==> config.mk <==
export PLATFORM = sky130hd
export DESIGN_NAME = fifo_write_arbiter_rr_flat
export DESIGN_NICKNAME = d
export VERILOG_FILES = /design/src/rtl/fifo_write_arbiter_rr_pkg.sv /design/src/rtl/fifo_write_arbiter_rr_if.sv /design/src/rtl/fifo_write_arbiter_rr_pick.sv /design/src/rtl/fifo_write_arbiter_rr.sv /design/src/flat_wrapper.sv
export SDC_FILE = /design/constraint.sdc
export NUM_CORES = 1
export LEC_CHECK = 0
export BUFFER_PORTS_ARGS = -buffer_cell sky130_fd_sc_hd__buf_2
export CAP_MARGIN = 20
export CORE_ASPECT_RATIO = 1.25
export CORE_MARGIN = 3
export CORE_UTILIZATION = 55
export DETAILED_ROUTE_END_ITERATION = 12
export GPL_TIMING_DRIVEN = 0
export PLACE_DENSITY = 0.86
export SLEW_MARGIN = 40
export SYNTH_ARGS = -nofsm -noshare
export SYNTH_HDL_FRONTEND = slang
export SYNTH_SLANG_ARGS = --single-unit
==> constraint.sdc <==
create_clock -name clk -period 5.9 [get_ports clk]
set_clock_uncertainty 0.05 [all_clocks]
set_input_delay 0.59 -clock clk [delete_from_list [all_inputs] [get_ports clk]]
set_output_delay 0.59 -clock clk [all_outputs]
set_load 0.01 [all_outputs]
==> src/rtl/fifo_write_arbiter_rr_pkg.sv <==
`default_nettype none
// ============================================================================
//  Module   : fifo_write_arbiter_rr_pkg
//  Purpose  : Shared FSM encoding and width helper for the FIFO write arbiter.
//  Revision : 1.0 - initial release
// ============================================================================
package fifo_write_arbiter_rr_pkg;

    localparam logic [0:0] ST_IDLE  = 1'b0;
    localparam logic [0:0] ST_BURST = 1'b1;

    // Source id width; never narrower than one bit.
    function automatic int id_width(input int n);
        return (n > 1) ? $clog2(n) : 1;
    endfunction

endpackage
`default_nettype wire

==> src/rtl/fifo_write_arbiter_rr_if.sv <==
`default_nettype none
// ============================================================================
//  Module   : fifo_write_arbiter_rr_if
//  Purpose  : Requester bundle plus FIFO write port seen by the arbiter.
//  Revision : 1.0 - initial release
// ============================================================================
interface fifo_write_arbiter_rr_if
    import fifo_write_arbiter_rr_pkg::*;
#(
    parameter int N     = 4,
    parameter int WIDTH = 8,
    parameter int IDW   = id_width(N)
);

    logic                 arb_en;
    logic [N-1:0]         req_valid;
    logic [N*WIDTH-1:0]   req_data;
    logic [N-1:0]         req_ready;
    logic                 fifo_full;
    logic                 fifo_wr_en;
    logic [IDW+WIDTH-1:0] fifo_din;
    logic                 busy;

    modport master (
        output arb_en,
        output req_valid,
        output req_data,
        input  req_ready,
        output fifo_full,
        input  fifo_wr_en,
        input  fifo_din,
        input  busy
    );

    modport slave (
        input  arb_en,
        input  req_valid,
        input  req_data,
        output req_ready,
        input  fifo_full,
        output fifo_wr_en,
        output fifo_din,
        output busy
    );

endinterface
`default_nettype wire

==> src/rtl/fifo_write_arbiter_rr_pick.sv <==
`default_nettype none
// ============================================================================
//  Module   : rr_priority_pick
//  Purpose  : Rotating-priority encoder: first set request at or after start.
//  Revision : 1.0 - initial release
// ============================================================================
module rr_priority_pick #(
    parameter int N   = 4,
    parameter int IDW = 2
) (
    input  wire logic [N-1:0]   i_req,
    input  wire logic [IDW-1:0] i_start_idx,
    output logic                o_found,
    output logic [IDW-1:0]      o_idx
);

    // Walk from the far end back to the start so the closest hit is written last.
    always_comb begin : p_scan
        int pos;
        o_found = 1'b0;
        o_idx   = '0;
        pos     = 0;
        for (int k = N - 1; k >= 0; k--) begin
            pos = int'(i_start_idx) + k;
            if (pos >= N) begin
                pos = pos - N;
            end
            if (i_req[pos[IDW-1:0]]) begin
                o_found = 1'b1;
                o_idx   = pos[IDW-1:0];
            end
        end
    end

endmodule
`default_nettype wire

==> src/rtl/fifo_write_arbiter_rr.sv <==
`default_nettype none
// ============================================================================
//  Module   : fifo_write_arbiter_rr
//  Purpose  : Round-robin, burst-capable arbiter feeding one shared FWFT FIFO.
//  Revision : 1.0 - initial release
// ============================================================================
module fifo_write_arbiter_rr
    import fifo_write_arbiter_rr_pkg::*;
#(
    parameter int N         = 4,
    parameter int WIDTH     = 8,
    parameter int MAX_BURST = 4
) (
    input  wire logic               clk,
    input  wire logic               srst,
    fifo_write_arbiter_rr_if.slave  bus
);

    localparam int              IDW         = id_width(N);
    localparam int              CW          = $clog2(MAX_BURST + 1);
    localparam logic [IDW-1:0]  c_LAST      = IDW'(N - 1);
    localparam logic [CW-1:0]   c_MAX_BURST = CW'(MAX_BURST);
    localparam logic [CW-1:0]   c_ONE       = CW'(1);

    logic [0:0]     r_state;
    logic [IDW-1:0] r_rr_ptr;
    logic [IDW-1:0] r_owner;
    logic [CW-1:0]  r_burst_cnt;

    logic [0:0]     w_state_nxt;
    logic [IDW-1:0] w_rr_ptr_nxt;
    logic [IDW-1:0] w_owner_nxt;
    logic [CW-1:0]  w_burst_cnt_nxt;

    logic           w_in_burst;
    logic           w_owner_valid;
    logic           w_hold;
    logic           w_release;
    logic [IDW-1:0] w_scan_start;
    logic           w_scan_found;
    logic [IDW-1:0] w_scan_idx;
    logic [IDW-1:0] w_winner;
    logic           w_any;
    logic           w_can_xfer;
    logic           w_fire;
    logic [CW-1:0]  w_cnt_inc;
    logic [WIDTH-1:0] w_win_data;

    function automatic logic [IDW-1:0] f_wrap_inc(input logic [IDW-1:0] idx);
        return (idx == c_LAST) ? '0 : idx + 1'b1;
    endfunction

    // Winner selection: a live burst keeps its owner, otherwise rotate.
    assign w_in_burst    = (r_state == ST_BURST);
    assign w_owner_valid = bus.req_valid[r_owner];
    assign w_hold        = w_in_burst & w_owner_valid & (r_burst_cnt < c_MAX_BURST);
    assign w_release     = w_in_burst & ~w_owner_valid;
    assign w_scan_start  = w_release ? f_wrap_inc(r_owner) : r_rr_ptr;

    rr_priority_pick #(
        .N   (N),
        .IDW (IDW)
    ) u_pick (
        .i_req       (bus.req_valid),
        .i_start_idx (w_scan_start),
        .o_found     (w_scan_found),
        .o_idx       (w_scan_idx)
    );

    assign w_winner   = w_hold ? r_owner : w_scan_idx;
    assign w_any      = w_hold | w_scan_found;
    assign w_can_xfer = ~srst & bus.arb_en & ~bus.fifo_full;
    assign w_fire     = w_can_xfer & w_any;
    assign w_cnt_inc  = r_burst_cnt + 1'b1;
    assign w_win_data = bus.req_data[int'(w_winner) * WIDTH +: WIDTH];

    always_ff @(posedge clk) begin
        if (srst) begin
            r_state     <= ST_IDLE;
            r_rr_ptr    <= '0;
            r_owner     <= '0;
            r_burst_cnt <= '0;
        end else begin
            r_state     <= w_state_nxt;
            r_rr_ptr    <= w_rr_ptr_nxt;
            r_owner     <= w_owner_nxt;
            r_burst_cnt <= w_burst_cnt_nxt;
        end
    end

    // Stalls (full FIFO, arbiter disabled) fall through with everything held.
    always_comb begin
        w_state_nxt     = r_state;
        w_rr_ptr_nxt    = r_rr_ptr;
        w_owner_nxt     = r_owner;
        w_burst_cnt_nxt = r_burst_cnt;
        case (r_state)
            ST_IDLE: begin
                if (w_fire) begin
                    if (MAX_BURST > 1) begin
                        w_state_nxt     = ST_BURST;
                        w_owner_nxt     = w_winner;
                        w_burst_cnt_nxt = c_ONE;
                    end else begin
                        w_rr_ptr_nxt    = f_wrap_inc(w_winner);
                    end
                end
            end
            ST_BURST: begin
                if (w_hold) begin
                    if (w_fire) begin
                        if (w_cnt_inc < c_MAX_BURST) begin
                            w_burst_cnt_nxt = w_cnt_inc;
                        end else begin
                            w_state_nxt     = ST_IDLE;
                            w_rr_ptr_nxt    = f_wrap_inc(r_owner);
                            w_burst_cnt_nxt = '0;
                        end
                    end
                end else if (w_fire) begin
                    // Owner dropped out; the next requester inherits a fresh burst.
                    w_owner_nxt     = w_winner;
                    w_burst_cnt_nxt = c_ONE;
                end else if (w_can_xfer) begin
                    w_state_nxt     = ST_IDLE;
                    w_rr_ptr_nxt    = f_wrap_inc(r_owner);
                    w_burst_cnt_nxt = '0;
                end
            end
            default: begin
                w_state_nxt     = ST_IDLE;
                w_burst_cnt_nxt = '0;
            end
        endcase
    end

    always_comb begin
        bus.req_ready           = '0;
        bus.req_ready[w_winner] = w_fire;
        bus.fifo_wr_en          = w_fire;
        bus.fifo_din            = {w_winner, w_win_data};
        bus.busy                = w_in_burst & ~srst;
    end

endmodule
`default_nettype wire
==> src/flat_wrapper.sv <==
// flat-port wrapper written by rule: the top's interface ports become plain ports
module fifo_write_arbiter_rr_flat import fifo_write_arbiter_rr_pkg::*;
#(
    parameter int N         = 4,
    parameter int WIDTH     = 8,
    parameter int MAX_BURST = 4
)
  (clk, srst, bus_arb_en, bus_req_valid, bus_req_data, bus_req_ready, bus_fifo_full, bus_fifo_wr_en, bus_fifo_din, bus_busy);
  fifo_write_arbiter_rr_if #(.N(N), .WIDTH(WIDTH)) bus_i ();
  input  wire logic clk;
  input  wire logic srst;
  input wire logic [$bits(bus_i.arb_en)-1:0] bus_arb_en;
  input wire logic [$bits(bus_i.req_valid)-1:0] bus_req_valid;
  input wire logic [$bits(bus_i.req_data)-1:0] bus_req_data;
  output wire logic [$bits(bus_i.req_ready)-1:0] bus_req_ready;
  input wire logic [$bits(bus_i.fifo_full)-1:0] bus_fifo_full;
  output wire logic [$bits(bus_i.fifo_wr_en)-1:0] bus_fifo_wr_en;
  output wire logic [$bits(bus_i.fifo_din)-1:0] bus_fifo_din;
  output wire logic [$bits(bus_i.busy)-1:0] bus_busy;
  assign bus_i.arb_en = bus_arb_en;
  assign bus_i.req_valid = bus_req_valid;
  assign bus_i.req_data = bus_req_data;
  assign bus_req_ready = bus_i.req_ready;
  assign bus_i.fifo_full = bus_fifo_full;
  assign bus_fifo_wr_en = bus_i.fifo_wr_en;
  assign bus_fifo_din = bus_i.fifo_din;
  assign bus_busy = bus_i.busy;
  fifo_write_arbiter_rr #(.N(N), .WIDTH(WIDTH), .MAX_BURST(MAX_BURST)) u_core (.clk(clk), .srst(srst), .bus(bus_i));
endmodule
==> metrics, run 1 <==
Synth async-reset ratio=0; total grt overflow=0; row count=21; Synthesized Nets=275; number of setup buffers added after CTS=0; Post-synth EDFFs=0; drt initial violations=115; Final Non-Filler Cells=around 320; Combinational Power Share=0.620; Slew HR=0.626; DIE HEIGHT=roughly 67 microns; clock sink total=7; Fin. Hold Viols=0; total iterations of the first detailed-routing run=5; DP Area=approximately 2000 sq um; switching power=roughly 110 uW; register share of total power=0.198; commonest non-fill, non-tap cells in the layout=55 x buf_2, 27 x nand2_1, 20 x and3_1; CP Launch Type=register; ANT nets after route=0; Critical R2R Capture=u_core.r_owner[0]; # hold bufs at CTS=0; sequential fraction of the synthesis area=0.0848; Cell Area, Synth=approximately 1700 sq um; pwr dens=127 nW/um^2; element type at the critical path end=output pin; Fmax=278 MHz; Hold Path Class=register to register; worst slew pin tran=0.562 ns; Die ar.=3700 sq um; final core occ=0.711; H-tree Lvls=1; P_leak=0.000860 uW; Yosys cell types=43; Worst Hold Depth=2; Ys Warns=0; area grow syn2layout=19.9%; Hold Path Sink=u_core.r_burst_cnt[1]; post-synthesis cell count=233; CTS tree=done; Clk Latency, worst-skew pair=0.26 ns; WL per Instance=16.2 microns; dpl cells=about 320; ant diodes=0; HPWL Detailed=3.88 mm; detailed-route DRC error count=0; period utilization=0.610; Horiz. Die Dim=55.0 microns; maxcap violations=0; status=complete, no violations; syn avg cell area=7.09 sq um; post-route cell area=1980 sq um; HP Start=u_core.r_burst_cnt[1]; cts repair resizes=0; crit path DAT=2.96 ns; WS Path Type=register to output pin; via count=2105; Internal Pwr Total=142 uW; Clk pwr share=0.182; CP required=5.26 ns; commonest non-fill, non-tap cell in the layout=buf_2; RSZ-0062 raised after global routing=no; nets@finish=332; antenna violations before repair=0; Core Region=around 2800 sq um; final setup fails=0; Worst-path clk slew=0.05 ns; initial core utilization=0.593; Detailed Route WL=5.24 mm; Period minus WS final=3.60 ns; Pwr Total=~250 uW; Sw Ratio=0.437; vias per cell=6.52; Slew Viols, Final=0; number of port buffers=52; vias in the first global route=1951; worst vdd ir=102 uV; maximum fanout along the worst path=10; flop2flop setup slack=3.42 ns; r2r worst-path depth=8; clock buffer depth=2; #FFs+latches synth=7; layout cells sized above 1=0.298; Setup TNS=0 ns; root buffer cell=clkbuf_4; RD Place Congestion=around 0.95; first-pass GRT wire length=8.29 mm; largest net degree at the start of global routing=11; top_reg_cell synth=dfxtp_1; io pins=56; GRT Total Usage=0.293; reg2reg start=u_core.r_owner[0]; TritonCTS Buffers=3
-- stage by stage --
| step | hold slack, ns | setup WS, ns |
|---|---|---|
| finish | 0.449 | 2.30 |
| CTS | 0.450 | 2.37 |
| global placement | 0.426 | 2.44 |
| floorplan | 0.408 | 2.71 |
| global route | 0.461 | 2.17 |
| detailed placement | 0.436 | 2.44 |
-- cell type report --
type                            instances  area (sq um)
Sequential cell                         7           140
Inverter                                6          22.5
Fill cell                             262           805
Timing Repair Buffer                   52           260
Clock buffer                            4          26.3
Tap cell                               34          42.5
Multi-Input combinational cell        194          1350
Buffer                                 26           139
-- worst max path at each step --
stage                 startpoint              end  slack [ns]  cells after the start
2_1_floorplan   bus_req_valid[0]  bus_fifo_din[0]        2.71                      9
3_3_place_gp    bus_req_valid[1]  bus_fifo_din[6]        2.44                     10
3_5_place_dp    bus_req_valid[1]  bus_fifo_din[3]        2.44                     10
4_1_cts        u_core.r_owner[0]  bus_fifo_din[0]        2.37                     10
5_1_grt        u_core.r_owner[0]  bus_fifo_din[2]        2.17                     10
6_report       u_core.r_owner[0]  bus_fifo_din[0]        2.30                     10
-- cell usage after synthesis, types with 2 or more instances --
library cell	count	share of area
a211oi_1	8	0.036
a211oi_2	9	0.068
a21oi_1	6	0.018
a31oi_1	16	0.061
and3_1	20	0.076
buf_2	3	0.0091
buf_6	5	0.034
clkbuf_1	18	0.041
dfxtp_1	7	0.085
ha_1	2	0.015
inv_1	4	0.0091
inv_2	2	0.0045
mux2_2	2	0.014
mux2i_1	12	0.073
nand2_1	27	0.061
nand3_1	17	0.052
nand3b_1	16	0.073
nor2_1	10	0.023
nor2b_1	3	0.011
nor3_1	2	0.0061
o211ai_1	17	0.077
o21ai_0	4	0.012
o22ai_1	2	0.0076
or2_2	2	0.0076
-- critical path: stages, from the launching register on --
cell	delay [ns]
dfxtp_1	0.41
clkbuf_1	0.36
mux4_2	0.42
and2_1	0.19
buf_2	0.18
clkbuf_1	0.26
nand3_1	0.16
o211ai_1	0.09
a211oi_1	0.35
mux2i_1	0.12
buf_2	0.16
-- logic make-up after synthesis --
logic type,synth area share
AO/OA/AOI/OAI,0.367
flip-flops,0.0848
AND/OR/NAND/NOR,0.335
buffers and inverters,0.0977
adder cells (fa/ha/maj),0.0151
multiplexers,0.100
-- routing by layer --
layer | track usage | share of wire | vias up
met2 | 0.540 | 0.51 | 117
li1 | - | - | 1006
met1 | 0.333 | 0.39 | 972
met4 | 0.103 | 0.017 | 0
met5 | 0 | 0 | -
met3 | 0.0331 | 0.076 | 10
-- power groups by stage --
stage | combinational (uW) | clock [uW] | sequential [uW]
final | 157 | 45.8 | 50.1
after global routing | 169 | 47.8 | 50.2
after CTS | 154 | 44.3 | 50.0
after detailed placement | 153 | 0 | 51.0
after global placement | 151 | 0 | 51.0
after floorplan | 106 | 0 | 50.7
-- state kept, by name, indices dropped and copies added (netlist names) --
name                cells
u_core.r_burst_cnt      2
u_core.r_owner          2
u_core.r_rr_ptr         2
u_core.r_state          1
Note: power is estimated with default switching activity, not from simulation.
==> inputs of run 2 (changes only) <==
Settings changed: ABC_AREA set to 1, CORE_UTILIZATION 55 to 42, PLACE_DENSITY 0.86 to 0.77.
Clock period 5.9 ns to 3.2 ns, I/O delays scaled along.
==> metrics, run 2 <==
pwr dens=around 450 nW/um^2; reg2reg start=u_core.r_owner[0]; Core Region=2530 sq um; Post-synth EDFFs=0; WL per Instance=10.2 microns; Worst Hold Depth=2; ant diodes=0; Setup TNS=0 ns; DIE HEIGHT=64.9 microns; CTS tree=done; Detailed Route WL=3.15 mm; GRT Total Usage=0.186; final core occ=0.601; detailed-route DRC error count=0; post-synthesis cell count=between 200 and 250; Clk Latency, worst-skew pair=0.26 ns; Synth async-reset ratio=0; ANT nets after route=0; Sw Ratio=0.516; RSZ-0062 raised after global routing=no; routing usage on met2=0.309; Ys Warns=0; area grow syn2layout=30.3%; via count=1462; Fin. Hold Viols=0; Horiz. Die Dim=53.1 microns; met3 usage=0.0138; largest net degree at the start of global routing=11; total iterations of the first detailed-routing run=4; Fmax=341 MHz; fill count=~280; Multi-input gate area=around 900 sq um; Hold Path Class=input pin to register; syn avg cell area=roughly 5.4 sq um; number of port buffers=55; Synth Area in XOR/XNOR=0; register area=141 sq um; r2r worst-path depth=17; largest family of logic cells by synthesized area=simple AND/OR/NAND/NOR gates; maxcap violations=0; period utilization=0.916; worst vdd ir=about 270 uV; Combinational Power Share=0.740; RD Place Congestion=0.871; worst slew pin tran=0.664 ns; antenna violations before repair=0; CP required=2.83 ns; root buffer cell=clkbuf_4; P_leak=0.000906 uW; Yosys cell types=28; first-pass GRT wire length=5.04 mm; commonest non-fill, non-tap cells in the layout=96 x nand2_1, 58 x buf_2, 34 x nand3_1; TritonCTS Buffers=3; number of setup buffers added after CTS=0; Period minus WS final=about 3 ns; Clk pwr share=0.118; Synth Area in Adders=0.0215; Worst-path clk slew=0.05 ns; sequential fraction of the synthesis area=0.120; io pins=56; row count=20; switching power=352 uW; final setup fails=0; nets@finish=318; count leader, synth=nand2_1; H-tree Lvls=1; Slew HR=0.554; top_reg_cell synth=dfxtp_1; crit path launch=u_core.r_owner[1]; clock buffer depth=2; cts repair resizes=0; element type at the critical path end=output pin; status=complete, no violations; WS Path Type=register to output pin; synth top area cells=nand2_1 31%, nand3_1 15%, dfxtp_1 12%; last element of the critical path=bus_fifo_din[4]; Die ar.=3450 sq um; commonest non-fill, non-tap cell in the layout=nand2_1; #FFs+latches synth=7; # hold bufs at CTS=0; met1 usage=0.249; initial core utilization=0.461; grt peak-use layer=met2; CP Launch Type=register; Critical R2R Capture=u_core.r_rr_ptr[1]; Internal Pwr Total=330 uW; Synth Area in Compound Gates=0.0891; simple-gate share of the synthesized area=0.655; Synth area leader=nand2_1; Cell Area, Synth=about 1200 sq um; drt initial violations=35; mux contribution to synthesized area=0; clock sink total=7; layout cells sized above 1=0.320; vias per cell=~4.7; share of the synthesized area in the top cell type=0.309; Slew Viols, Final=0; vias in the first global route=1184; register share of total power=0.141; flop2flop setup slack=0.88 ns; Pwr Total=~680 uW; crit path DAT=about 2.6 ns; Synthesized Nets=258; maximum fanout along the worst path=10; Commonest cells post-synth=96 x nand2_1, 34 x nand3_1, 21 x inv_1, 8 x nor2_1, 7 x dfxtp_1; total grt overflow=0; biggest regs=u_core.r_burst_cnt: 2 flops, u_core.r_owner: 2 flops, u_core.r_rr_ptr: 2 flops; HPWL Detailed=about 2.5 mm
[run 2: kinds of logic (layout without fill, tap and decap cells)]
kind of cell | Yosys count | after routing
flip-flops | 7 | 7
buffers and inverters | 30 | 89
adder cells (fa/ha/maj) | 2 | 2
AND/OR/NAND/NOR | 161 | 161
AO/OA/AOI/OAI | 16 | 16
[run 2: stage by stage]
stage | setup WS, ns | area, sq um | instances | hold slack, ns
floorplan | 0.799 | 1170 | 216 | 0.339
global placement | 0.495 | 1480 | 304 | 0.411
detailed placement | 0.490 | 1480 | 304 | 0.418
CTS | 0.196 | 1510 | 308 | 0.226
global route | 0.00000644 | 1520 | 308 | 0.243
finish | 0.270 | 1520 | 308 | 0.231
[run 2: worst min path at each step]
stage	from	endpoint	slack, ns
global route	srst	u_core.r_burst_cnt[1]	0.24
CTS	srst	u_core.r_burst_cnt[1]	0.23
finish	srst	u_core.r_burst_cnt[1]	0.23
global placement	u_core.r_burst_cnt[1]	u_core.r_burst_cnt[1]	0.41
floorplan	srst	u_core.r_burst_cnt[1]	0.34
detailed placement	u_core.r_burst_cnt[1]	u_core.r_burst_cnt[1]	0.42
[run 2: final cells by class]
| class | count | share of cell area |
|---|---|---|
| clock buffer | 4 | 0.0173 |
| timing repair buffer | 55 | 0.181 |
| buffer | 6 | 0.0272 |
| multi-input combinational | 179 | 0.593 |
| sequential | 7 | 0.0931 |
| tap | 33 | 0.0272 |
| inverter | 24 | 0.0610 |
[run 2: worst max-delay path, cell delays in order, from the launching register on]
cell and delay, ns:
dfxtp_1 0.37, inv_1 0.10, nand3_2 0.10, nand2_4 0.09, nor2_1 0.47, nand2_1 0.41, clkbuf_1 0.32, nand3_1 0.14
nand2_1 0.07, nand2_1 0.06, nand2_1 0.05, buf_2 0.13
[run 2: per-layer routing]
layer / up-vias / share of wire
li1: 810 / -
met1: 621 / 0.43
met2: 26 / 0.52
met3: 5 / 0.033
met4: 0 / 0.011
met5: - / 0
[run 2: power by group through the flow]
stage               Clock [uW]  Combinational (uW)  Sequential [uW]
floorplan                    0                 359             97.2
global placement             0                 495             98.0
detailed placement           0                 497             97.9
CTS                       83.2                 500             96.2
global route              88.3                 570             97.1
finish                    80.7                 505             96.5
==> inputs of run 3 (changes only) <==
Settings changed: PLACE_DENSITY 0.77 to not set, PLACE_DENSITY_LB_ADDON set to 0.25.
==> metrics, run 3 (same netlist as run 2, synthesis figures left out) <==
status=complete, no violations; DP Area=about 1500 sq um; most used cell along the critical path=nand2_1; root buffer cell=clkbuf_4; worst-path cell chain=ha_1 -> nor2_1 -> inv_1 -> nand3_2 -> nand2_2 -> nand2_1 -> nand2_1 -> nand2_2 -> nand2_1 -> a21oi_2 -> nor2_1 -> nand2_2 -> nand2_4 -> nand2_8 -> buf_8 -> nand2_1 -> nand2_1 -> nand2_1 -> nand2_1 -> buf_2; number of setup buffers added after CTS=0; Clk Latency, worst-skew pair=0.25 ns; fill count=293; number of port buffers=55; via count=between 1500 and 2000; final setup fails=0; biggest regs=u_core.r_burst_cnt: 2 flops, u_core.r_owner: 2 flops, u_core.r_rr_ptr: 2 flops; Worst Hold Slack=0.230 ns; Horiz. Die Dim=53.1 microns; routing usage on met2=0.348; P_leak=0.000910 uW; worst slew pin tran=between 0.6 and 0.7 ns; Slew HR=0.543; row count=20; post-route setup slack=0.240 ns; maximum fanout along the worst path=10; WL per Instance=10.8 microns; post-route cell area=around 1500 sq um; Fin. Hold Viols=0; DIE HEIGHT=64.9 microns; vias per cell=4.92; initial core utilization=0.461; WS Path Type=register to output pin; antenna violations before repair=0; ANT nets after route=0; largest net degree at the start of global routing=11; Final Non-Filler Cells=308; worst vdd ir=269 uV; CP Launch Type=register; commonest non-fill, non-tap cell in the layout=nand2_1; Slew Viols, Final=0; RD Place Congestion=0.870; Hold Path Class=input pin to register; ant diodes=0; TritonCTS Buffers=3; vias in the first global route=1355; Fmax=338 MHz; crit path DAT=2.59 ns; nets@finish=about 320; total iterations of the first detailed-routing run=4; total grt overflow=0; period utilization=0.925; grt peak-use layer=met2; GRT Total Usage=0.192; Worst-path clk slew=0.06 ns; element type at the critical path end=output pin; commonest non-fill, non-tap cells in the layout=96 x nand2_1, 58 x buf_2, 33 x nand3_1; dpl cells=~300; first-pass GRT wire length=~5.3 mm; clock sink total=7; Period minus WS final=2.96 ns; detailed-route DRC error count=0; CP max stage cell=dfxtp_4; slowest stage delay, CP=0.36 ns; H-tree Lvls=1; layout cells sized above 1=0.324; met1 usage=0.230; clock buffer depth=2; area grow syn2layout=30.9%; Die ar.=3450 sq um; CP required=2.83 ns; io pins=56; Core Region=2530 sq um; Detailed Route WL=3.32 mm; maxcap violations=0; Post-Place Setup Slack=0.432 ns; drt initial violations=65; HPWL Detailed=2.61 mm; met3 usage=0.0138; CTS tree=done; pwr dens=450 nW/um^2
run 3: cell types whose count changed in the layout (fill, tap and decap cells not counted):
cell     change
dfxtp_2      -1
nand3_2      +1
dfxtp_4      +1
nand3_1      -1
run 3: final cells by class:
| cell class | instances | area, sq um | area share |
|---|---|---|---|
| tap | 33 | 41.3 | 0.0270 |
| inverter | 24 | 92.6 | 0.0607 |
| sequential | 7 | 144 | 0.0943 |
| timing repair buffer | 55 | 275 | 0.180 |
| multi-input combinational | 179 | 906 | 0.593 |
| clock buffer | 4 | 26.3 | 0.0172 |
| buffer | 6 | 41.3 | 0.0270 |
run 3: where the power goes:
group	internal, uW	leakage [uW]	switching, uW
combinational	190	0.000837	318
clock	47.7	0.0000150	34.0
sequential	92.1	0.0000579	4.20
total	330	0.000910	356
run 3: timing repair:
| action | 4_1_cts | 5_1_grt |
|---|---|---|
| setup endpoints to repair | 0 | 11 |
| hold buffers | 0 | 0 |
| gates resized for setup | 0 | 4 |
run 3: final timing paths:
kind | end | cells past startpoint | slack, ns | from
hold reg to reg | u_core.r_burst_cnt[1] | 2 | 0.42 | u_core.r_burst_cnt[1]
hold / removal | u_core.r_burst_cnt[1] | 2 | 0.23 | srst
setup / recovery | bus_fifo_din[6] | 20 | 0.24 | u_core.r_owner[0]
setup reg to reg | u_core.r_rr_ptr[0] | 17 | 0.86 | u_core.r_owner[0]
run 3: layer usage:
metal / up-vias / wire length [microns]
li1: 809 / -
met2: 39 / 1800
met4: 0 / 21
met3: 4 / 166
met1: 663 / 1330
met5: - / 0
run 3: critical path: cells and delay by family (launching register included):
| kind | cells | cell delay [ns] |
|---|---|---|
| flip-flops | 1 | 0.36 |
| AO/OA/AOI/OAI | 1 | 0.15 |
| AND/OR/NAND/NOR | 15 | 1.26 |
| adder cells (fa/ha/maj) | 1 | 0.19 |
| buffers and inverters | 3 | 0.38 |
run 3: through the flow:
step / utilization / TNS (ns) / total power [uW]
6_report: 0.604 / 0 / 687
4_1_cts: 0.597 / 0 / 682
3_5_place_dp: 0.587 / 0 / 598
2_1_floorplan: - / 0 / 456
5_1_grt: 0.604 / -0.0191 / 764
3_3_place_gp: 0.587 / 0 / 594
